--- config.mk ---
export PLATFORM = sky130hd
export DESIGN_NAME = uart_frame_parser_flat
export DESIGN_NICKNAME = d
export VERILOG_FILES = /design/src/rtl/uart_frame_parser_if.sv /design/src/rtl/uart_frame_parser.sv /design/src/flat_wrapper.sv
export SDC_FILE = /design/constraint.sdc
export NUM_CORES = 1
export LEC_CHECK = 0
export ABC_AREA = 1
export CAP_MARGIN = 20
export CORE_UTILIZATION = 35
export DETAILED_ROUTE_END_ITERATION = 8
export SLEW_MARGIN = 20
export SYNTH_ARGS = -nofsm -noshare
export SYNTH_HDL_FRONTEND = slang
export SYNTH_SLANG_ARGS = --single-unit
--- constraint.sdc ---
create_clock -name clk -period 2.1 [get_ports clk]
set_input_delay 0.315 -clock clk [delete_from_list [all_inputs] [get_ports clk]]
set_output_delay 0.315 -clock clk [all_outputs]
set_load 0.05 [all_outputs]
--- src/rtl/uart_frame_parser_if.sv ---
// Byte-stream input and decoded-field/reply outputs of the UART frame parser.
// The slave modport is the parser; the master modport is the bridge/command side.
interface uart_frame_parser_if;
  logic [7:0]  rcv_data;
  logic        recv_done;
  logic [7:0]  cmd;
  logic [7:0]  pl_data;
  logic        pl_valid;
  logic [7:0]  pl_index;
  logic        frame_ok;
  logic        frame_err;
  logic [1:0]  err_code;
  logic [7:0]  tx_data;
  logic        tx_valid;
  logic [15:0] ok_count;

  modport master (
    output rcv_data, recv_done,
    input  cmd, pl_data, pl_valid, pl_index, frame_ok, frame_err,
    input  err_code, tx_data, tx_valid, ok_count
  );

  modport slave (
    input  rcv_data, recv_done,
    output cmd, pl_data, pl_valid, pl_index, frame_ok, frame_err,
    output err_code, tx_data, tx_valid, ok_count
  );
endinterface

--- src/rtl/uart_frame_parser.sv ---
// Parses A5/cmd/len/payload/checksum frames from the UART byte stream,
// streams payload bytes out and answers every finished frame with ACK or NAK.
module uart_frame_parser #(
  parameter int         MAX_LEN        = 16,
  parameter int         TIMEOUT_CYCLES = 500000,
  parameter logic [7:0] HEADER         = 8'hA5,
  parameter logic [7:0] ACK_BYTE       = 8'h06,
  parameter logic [7:0] NAK_BYTE       = 8'h15
) (
  input logic                clk,
  input logic                reset,
  uart_frame_parser_if.slave bus
);
  localparam int            TW         = $clog2(TIMEOUT_CYCLES + 1);
  localparam logic [7:0]    MAX_LEN_B  = 8'(MAX_LEN);
  localparam logic [TW-1:0] TIMER_LAST = TW'(TIMEOUT_CYCLES - 1);

  typedef enum logic [2:0] {IDLE, CMD, LEN, PAYLOAD, CSUM} state_t;

  state_t         state_reg, state_next;
  logic           recv_done_q;
  logic           ev;
  logic [7:0]     sum_reg, sum_next;
  logic [7:0]     len_reg, len_next;
  logic [7:0]     idx_reg, idx_next;
  logic [TW-1:0]  timer_reg, timer_next;
  logic [7:0]     cmd_reg, cmd_next;
  logic [7:0]     pl_data_reg, pl_data_next;
  logic [7:0]     pl_index_reg, pl_index_next;
  logic           pl_valid_reg, pl_valid_next;
  logic           frame_ok_reg, frame_ok_next;
  logic           frame_err_reg, frame_err_next;
  logic [1:0]     err_code_reg, err_code_next;
  logic [7:0]     tx_data_reg, tx_data_next;
  logic           tx_valid_reg, tx_valid_next;
  logic [15:0]    ok_count_reg, ok_count_next;

  // A strobe held high for several cycles still yields a single byte event.
  assign ev = bus.recv_done & ~recv_done_q;

  always_ff @(posedge clk) begin
    if (reset) begin
      state_reg     <= IDLE;
      recv_done_q   <= 1'b0;
      sum_reg       <= '0;
      len_reg       <= '0;
      idx_reg       <= '0;
      timer_reg     <= '0;
      cmd_reg       <= '0;
      pl_data_reg   <= '0;
      pl_index_reg  <= '0;
      pl_valid_reg  <= 1'b0;
      frame_ok_reg  <= 1'b0;
      frame_err_reg <= 1'b0;
      err_code_reg  <= '0;
      tx_data_reg   <= '0;
      tx_valid_reg  <= 1'b0;
      ok_count_reg  <= '0;
    end else begin
      state_reg     <= state_next;
      recv_done_q   <= bus.recv_done;
      sum_reg       <= sum_next;
      len_reg       <= len_next;
      idx_reg       <= idx_next;
      timer_reg     <= timer_next;
      cmd_reg       <= cmd_next;
      pl_data_reg   <= pl_data_next;
      pl_index_reg  <= pl_index_next;
      pl_valid_reg  <= pl_valid_next;
      frame_ok_reg  <= frame_ok_next;
      frame_err_reg <= frame_err_next;
      err_code_reg  <= err_code_next;
      tx_data_reg   <= tx_data_next;
      tx_valid_reg  <= tx_valid_next;
      ok_count_reg  <= ok_count_next;
    end
  end

  always_comb begin
    state_next     = state_reg;
    sum_next       = sum_reg;
    len_next       = len_reg;
    idx_next       = idx_reg;
    cmd_next       = cmd_reg;
    pl_data_next   = pl_data_reg;
    pl_index_next  = pl_index_reg;
    pl_valid_next  = 1'b0;
    frame_ok_next  = 1'b0;
    frame_err_next = 1'b0;
    err_code_next  = err_code_reg;
    tx_data_next   = tx_data_reg;
    tx_valid_next  = 1'b0;
    ok_count_next  = ok_count_reg;

    // A byte arriving on the expiry cycle takes precedence over the timeout.
    if (ev) begin
      unique case (state_reg)
        IDLE: begin
          if (bus.rcv_data == HEADER) state_next = CMD;
        end
        CMD: begin
          cmd_next   = bus.rcv_data;
          sum_next   = bus.rcv_data;
          state_next = LEN;
        end
        LEN: begin
          if (bus.rcv_data > MAX_LEN_B) begin
            frame_err_next = 1'b1;
            err_code_next  = 2'd1;
            tx_data_next   = NAK_BYTE;
            tx_valid_next  = 1'b1;
            state_next     = IDLE;
          end else begin
            len_next   = bus.rcv_data;
            sum_next   = sum_reg + bus.rcv_data;
            idx_next   = '0;
            state_next = (bus.rcv_data == 8'd0) ? CSUM : PAYLOAD;
          end
        end
        PAYLOAD: begin
          pl_data_next  = bus.rcv_data;
          pl_index_next = idx_reg;
          pl_valid_next = 1'b1;
          sum_next      = sum_reg + bus.rcv_data;
          idx_next      = idx_reg + 8'd1;
          if (idx_reg == len_reg - 8'd1) state_next = CSUM;
        end
        CSUM: begin
          tx_valid_next = 1'b1;
          state_next    = IDLE;
          if (bus.rcv_data == sum_reg) begin
            frame_ok_next = 1'b1;
            err_code_next = 2'd0;
            tx_data_next  = ACK_BYTE;
            ok_count_next = ok_count_reg + 16'd1;
          end else begin
            frame_err_next = 1'b1;
            err_code_next  = 2'd2;
            tx_data_next   = NAK_BYTE;
          end
        end
        default: state_next = IDLE;
      endcase
    end else if (state_reg != IDLE && timer_reg == TIMER_LAST) begin
      frame_err_next = 1'b1;
      err_code_next  = 2'd3;
      tx_data_next   = NAK_BYTE;
      tx_valid_next  = 1'b1;
      state_next     = IDLE;
    end

    timer_next = (ev || state_next == IDLE) ? '0 : timer_reg + 1'b1;
  end

  assign bus.cmd       = cmd_reg;
  assign bus.pl_data   = pl_data_reg;
  assign bus.pl_valid  = pl_valid_reg;
  assign bus.pl_index  = pl_index_reg;
  assign bus.frame_ok  = frame_ok_reg;
  assign bus.frame_err = frame_err_reg;
  assign bus.err_code  = err_code_reg;
  assign bus.tx_data   = tx_data_reg;
  assign bus.tx_valid  = tx_valid_reg;
  assign bus.ok_count  = ok_count_reg;
endmodule
--- src/flat_wrapper.sv ---
// flat-port wrapper written by rule: the top's interface ports become plain ports
module uart_frame_parser_flat 
#(
  parameter int         MAX_LEN        = 16,
  parameter int         TIMEOUT_CYCLES = 500000,
  parameter logic [7:0] HEADER         = 8'hA5,
  parameter logic [7:0] ACK_BYTE       = 8'h06,
  parameter logic [7:0] NAK_BYTE       = 8'h15
)
  (clk, reset, bus_rcv_data, bus_recv_done, bus_cmd, bus_pl_data, bus_pl_valid, bus_pl_index, bus_frame_ok, bus_frame_err, bus_err_code, bus_tx_data, bus_tx_valid, bus_ok_count);
  uart_frame_parser_if bus_i ();
  input logic clk;
  input logic reset;
  input wire logic [$bits(bus_i.rcv_data)-1:0] bus_rcv_data;
  input wire logic [$bits(bus_i.recv_done)-1:0] bus_recv_done;
  output wire logic [$bits(bus_i.cmd)-1:0] bus_cmd;
  output wire logic [$bits(bus_i.pl_data)-1:0] bus_pl_data;
  output wire logic [$bits(bus_i.pl_valid)-1:0] bus_pl_valid;
  output wire logic [$bits(bus_i.pl_index)-1:0] bus_pl_index;
  output wire logic [$bits(bus_i.frame_ok)-1:0] bus_frame_ok;
  output wire logic [$bits(bus_i.frame_err)-1:0] bus_frame_err;
  output wire logic [$bits(bus_i.err_code)-1:0] bus_err_code;
  output wire logic [$bits(bus_i.tx_data)-1:0] bus_tx_data;
  output wire logic [$bits(bus_i.tx_valid)-1:0] bus_tx_valid;
  output wire logic [$bits(bus_i.ok_count)-1:0] bus_ok_count;
  assign bus_i.rcv_data = bus_rcv_data;
  assign bus_i.recv_done = bus_recv_done;
  assign bus_cmd = bus_i.cmd;
  assign bus_pl_data = bus_i.pl_data;
  assign bus_pl_valid = bus_i.pl_valid;
  assign bus_pl_index = bus_i.pl_index;
  assign bus_frame_ok = bus_i.frame_ok;
  assign bus_frame_err = bus_i.frame_err;
  assign bus_err_code = bus_i.err_code;
  assign bus_tx_data = bus_i.tx_data;
  assign bus_tx_valid = bus_i.tx_valid;
  assign bus_ok_count = bus_i.ok_count;
  uart_frame_parser #(.MAX_LEN(MAX_LEN), .TIMEOUT_CYCLES(TIMEOUT_CYCLES), .HEADER(HEADER), .ACK_BYTE(ACK_BYTE), .NAK_BYTE(NAK_BYTE)) u_core (.clk(clk), .reset(reset), .bus(bus_i));
endmodule
==> out/metrics.cfg <==
[min_path]
hold_depth=1
min_path_type=flop to flop
hp-start=u_core.timer_reg[0]$_SDFF_PP0_
holdPathEnd=u_core.timer_reg[0]$_SDFF_PP0_

[worst_setup_path]
crit_family=simple AND/OR/NAND/NOR gates
worst_setup_path_end_kind=flop
crit_buf_inv=1
cp.arrival_ps=2280
worst_setup_path_start_kind=flop
critPathRequiredTime_ps=2340
r2r_setup_slack_ps=60
critPathSlowestCell=dfxtp_2
r2r_start=u_core.timer_reg[0]$_SDFF_PP0_
timing.rr.end=u_core.timer_reg[8]$_SDFF_PP0_
reg2reg_depth=9
path_max_fanout=9
path_cells=ha_2 > nand3_4 > nor4_4 > nand2_2 > a31oi_2 > nand3_2 > o21bai_4 > clkbuf_16 > nor2_1
slowest_delay_ps=370
path_class=flop to flop

[sta]
rsz0062_at_grt=true
worstMarginPinSlew_ps=542
min_period_over_period=0.970
slew_headroom=0.637
worst_slack_ps=62.3
slew_violations=0
hold_viol_final=0
setup_viol=0
clock.fmax_ghz=0.491
skew_ps=6.21
min_period_ps=2040
whs_ps=438

[finish]
utilization=0.508
final_cell_mix=nand2_1, dfxtp_1, inv_1
largest_register_ffs=19
final_area_sq_mm=0.00652
areaGrowthSynthToFinish_pct=39.0
drive_gt1_frac=0.195
antennaDiodeCount=0
layout.nets=772

[cts]
root_buffer=clkbuf_16
cts_tree=yes
cts_sinks=96
htreeDepth=3
insertion_delay_ps=350
path_clk_slew_ps=70
cts_max_path_buffers=2
hold_buffers=0
cts_made_buffers=9

[detailed_routing]
wl_per_cell_um=13.1
vias=4467
drtIter0Drc=170
drc=0
ant_nets=0
drt_wl_total_um=12100
via_per_inst=4.82
firstDrtPassIters=4

[power_and_ir_drop]
peakVddDrop_uv=348
leakage_nw=2.65
swShare=0.215
finalPower_w=0.00367
power_frac_clock=0.453
p_per_area_mw_per_mm2=564
power_frac_seq=0.496
p_comb_frac=0.051
p_int_w=0.00288
p_sw_w=0.000789

[placed_design]
port_buffers=60
hpwl_um=8780
place.gp.congestion=0.866
placedInstanceArea_sq_mm=0.00587
post-place-ws_ps=-458

[floorplanning]
die_x_um=118
die_y_um=118
io_pins=65
die_area_sq_mm=0.0139
initial_utilization=0.366
num_rows=41
core_area_sq_mm=0.0128

[grt]
grt_pass1_wl_um=19900
grt_pass1_vias=4197
antenna_found_initial=0
grt-ovfl-total=0
grt_max_degree=38
grt_usage=0.178

[synthesis]
synth_top_area_share=0.410
ys_ff_latch=96
synth_cell_types=38
synth_area_sq_mm=0.00469
syn_area_per_cell_sq_um=7.39
synthCells=635
synth_top_area_cell=dfxtp_1
yosysWarnings=0
synth.area.top_cells=dfxtp_1, nand2_1, a21oi_1
ys_seq_area_frac=0.410

[run_status]
outcome=completed

[run]
maxCapViolations=0

-- metal layers --
metal | global-route usage | part of all wire | vias up
li1 | - | - | 2303
met1 | 0.217 | 0.44 | 2060
met2 | 0.301 | 0.50 | 87
met3 | 0.0373 | 0.040 | 17
met4 | 0.0737 | 0.019 | 0
met5 | 0 | 0 | -
-- Yosys cell counts, drive strengths merged --
| library cell | number |
|---|---|
| nor4 | 10 |
| buf | 10 |
| clkinv | 1 |
| ha | 11 |
| xnor2 | 5 |
| o211ai | 1 |
| a211oi | 3 |
| or2 | 4 |
| clkbuf | 11 |
| a31oi | 4 |
| nor2 | 84 |
| conb | 1 |
| xor2 | 27 |
| nand4 | 14 |
| nand2 | 95 |
| nor3b | 2 |
| nor3 | 24 |
| a21oi | 65 |
| o21ai | 51 |
| nand3b | 2 |
| nand3 | 27 |
| o311ai | 1 |
| inv | 83 |
| xnor3 | 1 |
| dfxtp | 96 |
| fa | 1 |
| o21bai | 1 |
-- power by group through the flow --
stage          Clock [W]  Sequential, W  Combinational, W
6_report         0.00166        0.00182          0.000187
5_1_grt          0.00178        0.00182          0.000204
4_1_cts          0.00171        0.00182          0.000175
3_5_place_dp           0        0.00186          0.000171
3_3_place_gp           0        0.00186          0.000169
2_1_floorplan          0        0.00186         0.0000868
-- through the flow --
| stage | TNS (ps) | std cells |
|---|---|---|
| floorplan | 0 | 638 |
| global placement | -8190 | 905 |
| CTS | 0 | 922 |
| finish | 0 | 926 |
| global route | -1890 | 926 |
| detailed placement | -10190 | 905 |
-- cell type report --
cell class / instances / area [sq um]
multi-input combinational: 437 / 2610
sequential: 96 / 1930
tap: 172 / 215
inverter: 84 / 315
clock buffer: 13 / 260
clock inverter: 3 / 40.0
fill: 1236 / 6310
timing repair buffer: 121 / 1140
-- worst max-delay path by stage --
stage / startpoint / cells past startpoint / to
after floorplan: u_core.bus.ok_count[0]$_SDFFE_PP0P_ / 10 / u_core.bus.ok_count[12]$_SDFFE_PP0P_
after global placement: bus_rcv_data[6] / 12 / u_core.bus.ok_count[12]$_SDFFE_PP0P_
after global routing: u_core.len_reg[0]$_SDFFE_PP0P_ / 15 / u_core.timer_reg[3]$_SDFF_PP0_
final: u_core.timer_reg[0]$_SDFF_PP0_ / 9 / u_core.timer_reg[8]$_SDFF_PP0_
after detailed placement: bus_rcv_data[6] / 12 / u_core.bus.ok_count[12]$_SDFFE_PP0P_
after CTS: bus_rcv_data[2] / 12 / u_core.bus.ok_count[12]$_SDFFE_PP0P_
-- cell families after synthesis --
| family | count (synthesis) | synth area share |
|---|---|---|
| buf+inv | 105 | 0.0907 |
| xor+xnor | 33 | 0.0646 |
| compound gates | 126 | 0.141 |
| flops | 96 | 0.410 |
| other cells | 1 | 0.000799 |
| simple gates | 262 | 0.259 |
| fa+ha+maj | 12 | 0.0336 |
-- worst register-to-register path: cells and delay by family (launching register included) --
family,cells,cell delay (ps)
simple gates,5,720
fa+ha+maj,1,220
flops,1,370
compound gates,2,440
buf+inv,1,200
-- what timing repair did --
| item | in CTS | in global routing |
|---|---|---|
| buffers inserted | 1 | 2 |
| endpoints found under the setup margin | 3 | 30 |
| pin swaps | 7 | 18 |
| cloned | 0 | 2 |
| gates resized for setup | 4 | 63 |
(Power assumes the default switching activity.)
